## src/rtl/b10_voting_pkg.sv

```systemverilog
// Shared types and constants for the b10 voting station.
package b10_voting_pkg;

  localparam int VOTE_W = 4;

  // Controller states; the 3-bit space is fully populated.
  typedef enum logic [2:0] {
    STARTUP  = 3'd0,
    STANDBY  = 3'd1,
    GET_IN   = 3'd2,
    START_TX = 3'd3,
    SEND     = 3'd4,
    TX_2_RX  = 3'd5,
    RECEIVE  = 3'd6,
    RX_2_TX  = 3'd7
  } state_e;

  // Word placed on the link: collected vote scrambled with the peer sign.
  function automatic logic [VOTE_W-1:0] encode_vote(input logic [VOTE_W-1:0] voto,
                                                   input logic [VOTE_W-1:0] sign);
    return voto ^ sign;
  endfunction

endpackage

```

## src/rtl/b10_voting_station.sv

```systemverilog
// Single-station voting controller: optional sign reception, vote
// collection from key/green/red buttons, and handshaked transmission.
module b10_voting_station
  import b10_voting_pkg::*;
(
  input  logic              clock,
  input  logic              reset,
  input  logic              r_button,
  input  logic              g_button,
  input  logic              key,
  input  logic              start,
  input  logic              test,
  input  logic              rts,
  input  logic              rtr,
  input  logic [VOTE_W-1:0] v_in,
  input  logic              __obs,
  output logic              cts,
  output logic              ctr,
  output logic [VOTE_W-1:0] v_out
);

  state_e              state_q, state_d;
  logic [VOTE_W-1:0]   voto_q, voto_d;
  logic [VOTE_W-1:0]   sign_q, sign_d;
  logic                last_g_q, last_g_d;
  logic                last_r_q, last_r_d;
  logic                cts_q, cts_d;
  logic                ctr_q, ctr_d;
  logic [VOTE_W-1:0]   v_out_q, v_out_d;

  // The observation strobe is intentionally functionally inert.
  logic obs_unused;
  assign obs_unused = __obs;

  assign cts   = cts_q;
  assign ctr   = ctr_q;
  assign v_out = v_out_q;

  // State and output registers, cleared asynchronously by reset.
  always_ff @(posedge clock or negedge reset) begin
    if (!reset) begin
      state_q  <= STARTUP;
      voto_q   <= 4'b0000;
      sign_q   <= 4'b0000;
      last_g_q <= 1'b0;
      last_r_q <= 1'b0;
      cts_q    <= 1'b0;
      ctr_q    <= 1'b0;
      v_out_q  <= 4'b0000;
    end else begin
      state_q  <= state_d;
      voto_q   <= voto_d;
      sign_q   <= sign_d;
      last_g_q <= last_g_d;
      last_r_q <= last_r_d;
      cts_q    <= cts_d;
      ctr_q    <= ctr_d;
      v_out_q  <= v_out_d;
    end
  end

  // Next-state and next-output logic; everything holds unless a state acts.
  always_comb begin
    state_d  = state_q;
    voto_d   = voto_q;
    sign_d   = sign_q;
    last_g_d = last_g_q;
    last_r_d = last_r_q;
    cts_d    = cts_q;
    ctr_d    = ctr_q;
    v_out_d  = v_out_q;

    case (state_q)
      STARTUP: begin
        voto_d = 4'b0000;
        cts_d  = 1'b0;
        ctr_d  = 1'b0;
        if (test) begin
          state_d = RECEIVE;
        end else begin
          sign_d  = 4'b0000;
          state_d = STANDBY;
        end
      end

      RECEIVE: begin
        if (rts) begin
          sign_d  = v_in;
          ctr_d   = 1'b0;
          state_d = RX_2_TX;
        end else begin
          ctr_d   = 1'b1;
        end
      end

      RX_2_TX: begin
        ctr_d = 1'b0;
        if (!rts) begin
          state_d = STANDBY;
        end else begin
          state_d = RX_2_TX;
        end
      end

      STANDBY: begin
        cts_d = 1'b0;
        if (start) begin
          voto_d   = 4'b0000;
          last_g_d = 1'b0;
          last_r_d = 1'b0;
          state_d  = GET_IN;
        end else begin
          state_d  = STANDBY;
        end
      end

      GET_IN: begin
        if (!start) begin
          state_d = START_TX;
        end else if (key) begin
          // Rising edges (relative to the previous sample) toggle the choice bits.
          voto_d[0] = 1'b1;
          voto_d[1] = voto_q[1] ^ (g_button & ~last_g_q);
          voto_d[2] = voto_q[2] ^ (r_button & ~last_r_q);
          last_g_d  = g_button;
          last_r_d  = r_button;
        end else begin
          // Key withdrawn: discard the partial vote.
          voto_d[2:0] = 3'b000;
          last_g_d    = 1'b0;
          last_r_d    = 1'b0;
        end
      end

      START_TX: begin
        voto_d[3] = voto_q[1] ^ voto_q[2];
        state_d   = SEND;
      end

      SEND: begin
        if (rtr) begin
          v_out_d = encode_vote(voto_q, sign_q);
          cts_d   = 1'b1;
          state_d = TX_2_RX;
        end else begin
          cts_d   = 1'b0;
        end
      end

      TX_2_RX: begin
        if (!rtr) begin
          cts_d   = 1'b0;
          state_d = STANDBY;
        end else begin
          cts_d   = 1'b1;
        end
      end

      default: begin
        state_d = STARTUP;
      end
    endcase
  end

endmodule

```

## config.mk

```make
export PLATFORM = sky130hd
export DESIGN_NAME = b10_voting_station
export DESIGN_NICKNAME = d
export VERILOG_FILES = /design/src/rtl/b10_voting_pkg.sv /design/src/rtl/b10_voting_station.sv
export SDC_FILE = /design/constraint.sdc
export NUM_CORES = 1
export LEC_CHECK = 0
export ABC_AREA = 0
export CAP_MARGIN = 20
export CELL_PAD_IN_SITES_DETAIL_PLACEMENT = 0
export CELL_PAD_IN_SITES_GLOBAL_PLACEMENT = 1
export CORE_MARGIN = 1
export CORE_UTILIZATION = 41
export DETAILED_ROUTE_END_ITERATION = 8
export GPL_ROUTABILITY_DRIVEN = 0
export PLACE_DENSITY = 0.91
export SETUP_SLACK_MARGIN = 0.3
export SLEW_MARGIN = 20
export SYNTH_ARGS = -nofsm -noshare
export SYNTH_HDL_FRONTEND = slang
export SYNTH_SLANG_ARGS = --single-unit
```

## constraint.sdc

```tcl
create_clock -name clock -period 3.2 [get_ports clock]
set_input_delay 0.64 -clock clock [delete_from_list [all_inputs] [get_ports clock]]
set_output_delay 0.64 -clock clock [all_outputs]
set_load 0.05 [all_outputs]
```

==> results.md <==
- WL met3: ~110 microns
- First-pass GRT wire length: roughly 3.8 mm
- # resized after CTS: 0
- Skew final: between 6 and 7 ps
- Fin crit share: about 66%
- Nets@finish: about 150
- Max_slew headroom: 41.2%
- Worst R2R Start: state_q[1]$_DFFE_PN0P_
- Post-DP HPWL: around 1.6 mm
- Area share of the largest cell type after synthesis: between 40% and 50%
- Critical path endpoint category: flip-flop
- Setup Viol. Count Final: 0
- DR vias/cell: 5.48
- GR Overflow Total: 0
- Setup bufs post-CTS: 0
- Crit path launch type: flip-flop
- Share of layout cells above drive strength 1: under 10%
- Number of max-cap violations: 0
- Critical path class: flip-flop to flip-flop
- Routed length on met2: just under 1 mm
- RSZ-0062 raised after global routing: false
- Post-synth EDFFs: 0
- Synth unique cells: 32
- Leading area contributor after synthesis: dfrtp_1
- Hold Slack: about 520 ps
- PortBufs: 18
- Hold Startpoint: cts$_DFFE_PN0P_
- Pwr dens: slightly below 1000 mW/mm^2
- Met1 wire length: ~1.1 mm
- GRT Util Overall: 18.3%
- Top cells by area, synth: dfrtp_1, a22o_1, xnor2_1
- Fin. max-slew vios: 0
- Worst Hold Endpoint: cts$_DFFE_PN0P_
- Syn avg cell area: 9.35 sq um
- Worst hold path depth: 1
- TritonCTS Buffers: 3
- DR top layer: met4
- Die Ht: 53.6 microns
- Routed WL: 2.19 mm
- CTS Hold Bufs: 0
- Clock Tree Root: clkbuf_4
- FFs w/ async S/R, synth: 100%
- Final Hold Vio Count: 0
- Initial core utilization: 43.7%
- Syn Inst Count: approximately 120
- Routed length per instance: roughly 13 microns
- CTS tree: done
- Diodes inserted: 0
- Filler cells: roughly 260
- Yosys warnings: 0
- Crit path DAT: around 2300 ps
- Required time of the critical path: ~3400 ps
- Most frequent cells in the layout: dfrtp_1, clkdlybuf4s50_1, nand2_1
- Maximum vdd ir drop: between 0.0006 and 0.0007 V
- Setup TNS: 0 ps
- Seq/Total Area, Yosys: 43.5%
- Reg area: 475 sq um
- DRC: 0
- Vias in the first global route: 863
- Via count: approximately 900
- Pin count of the biggest net entering global routing: 20
- First-pass iteration count of the detailed router: 4
- Max Freq: 475 MHz
- DRT iter0 DRCs: 17
- Die area: between 0.002 and 0.003 sq mm
- CP max FO: 16
- Core Footprint: 0.00250 sq mm
- Worst skew pair latency: roughly 290 ps
- Syn Nets: 133
- Top-Level Pins: 20
- Final worst path period need: between 2000 and 2500 ps
- FF+latch count, synth: 19
- Commonest non-fill, non-tap cell in the layout: dfrtp_1
- Ys flop type: dfrtp_1
- Status: finished, final reports clean
- Initial antenna violation count: 0
- CTS H-tree depth: 1
- Reg2reg end: state_q[0]$_DFFE_PN0P_
- Area occupied by multi-input gates: ~570 sq um
- Reg2reg path depth: 6
- Clock Tree Buf Depth: 2
- Area Growth Syn to Fin: 20.3%
- Worst slew pin tran: 879 ps
- Lkg Pwr: roughly 0.00053 uW
- Clk pin slew, worst setup/hold paths: ~110 ps
- Worst min path class: flip-flop to flip-flop
- Post-Syn Area: 0.00109 sq mm
- R2r setup slk: 1090 ps
- Routed Antenna Nets: 0
- Num rows: 18
- Clk sink count: 19
- Die Wd: roughly 54 microns
-- cells in the mapped netlist, types with 4 or more instances --
library cell and number:
o21ai_1 6, nand2_1 11, inv_1 5, nor2_1 9, o21ai_0 4, dfrtp_1 19, a21oi_1 9, a22o_1 7
nand2b_1 5, xnor2_1 6
-- per-stage QoR --
step                      cell area (sq um)  worst slack [ps]  util (%)  total power, uW  std cells
after floorplan                        1090              1420         -             1020        117
after global placement                 1290              1150      51.6             1170        161
after detailed placement               1290              1120      51.6             1190        161
after CTS                              1320              1080      52.6             1320        165
after global routing                   1320               891      52.6             1420        165
final                                  1320              1090      52.6             1310        165
-- kinds of logic (layout without fill, tap and decap cells) --
group,after synthesis,after routing,share of synthesized area (%)
XOR/XNOR,6,6,4.81
multiplexers,3,3,2.75
adder cells (fa/ha/maj),2,2,2.29
AND/OR/NAND/NOR,41,41,19.6
flip-flops,19,19,43.5
AO/OA/AOI/OAI,34,34,22.3
buffers and inverters,12,30,4.81
-- cell type report --
class,count,share of cell area (%)
flip-flops and latches,19,36.2
inverters,8,2.28
repair buffers,18,13.7
clock buffers,4,2.00
well taps,30,2.85
multi-input cells,86,43.0
-- worst max path at each step --
stage | startpoint | end | cells past startpoint
after floorplan | state_q[2]$_DFFE_PN0P_ | state_q[0]$_DFFE_PN0P_ | 7
after global placement | state_q[1]$_DFFE_PN0P_ | state_q[0]$_DFFE_PN0P_ | 6
after detailed placement | state_q[1]$_DFFE_PN0P_ | state_q[0]$_DFFE_PN0P_ | 6
after CTS | cts$_DFFE_PN0P_ | cts | 1
after global routing | state_q[1]$_DFFE_PN0P_ | state_q[0]$_DFFE_PN0P_ | 6
final | state_q[1]$_DFFE_PN0P_ | state_q[0]$_DFFE_PN0P_ | 6
-- worst max-delay path, cell delays in order, from the launching register on --
cell and delay (ps):
dfrtp_1 680, inv_2 160, ha_1 400, nor2b_1 240, a21oi_1 120, a211oi_2 290, o41ai_2 120
-- power breakdown --
group / switching (uW) / internal (uW) / leakage (uW)
clock: 72.4 / 48.4 / 0.0000150
sequential: 132 / 339 / 0.000248
combinational: 405 / 310 / 0.000271
-- per-layer routing --
layer  vias up  global-route usage, %
li1        451                      -
met5         -                      0
met4         0                   5.26
met2        23                   30.0
met1       428                   24.5
met3         2                   3.39
-- state kept, by name (all words and copies together), names as in the netlist --
register	flops
ctr	1
cts	1
last_g_q	1
last_r_q	1
sign_q	4
state_q	3
v_out	4
voto_q	4
No activity file was read; power rests on OpenSTA's default activity.
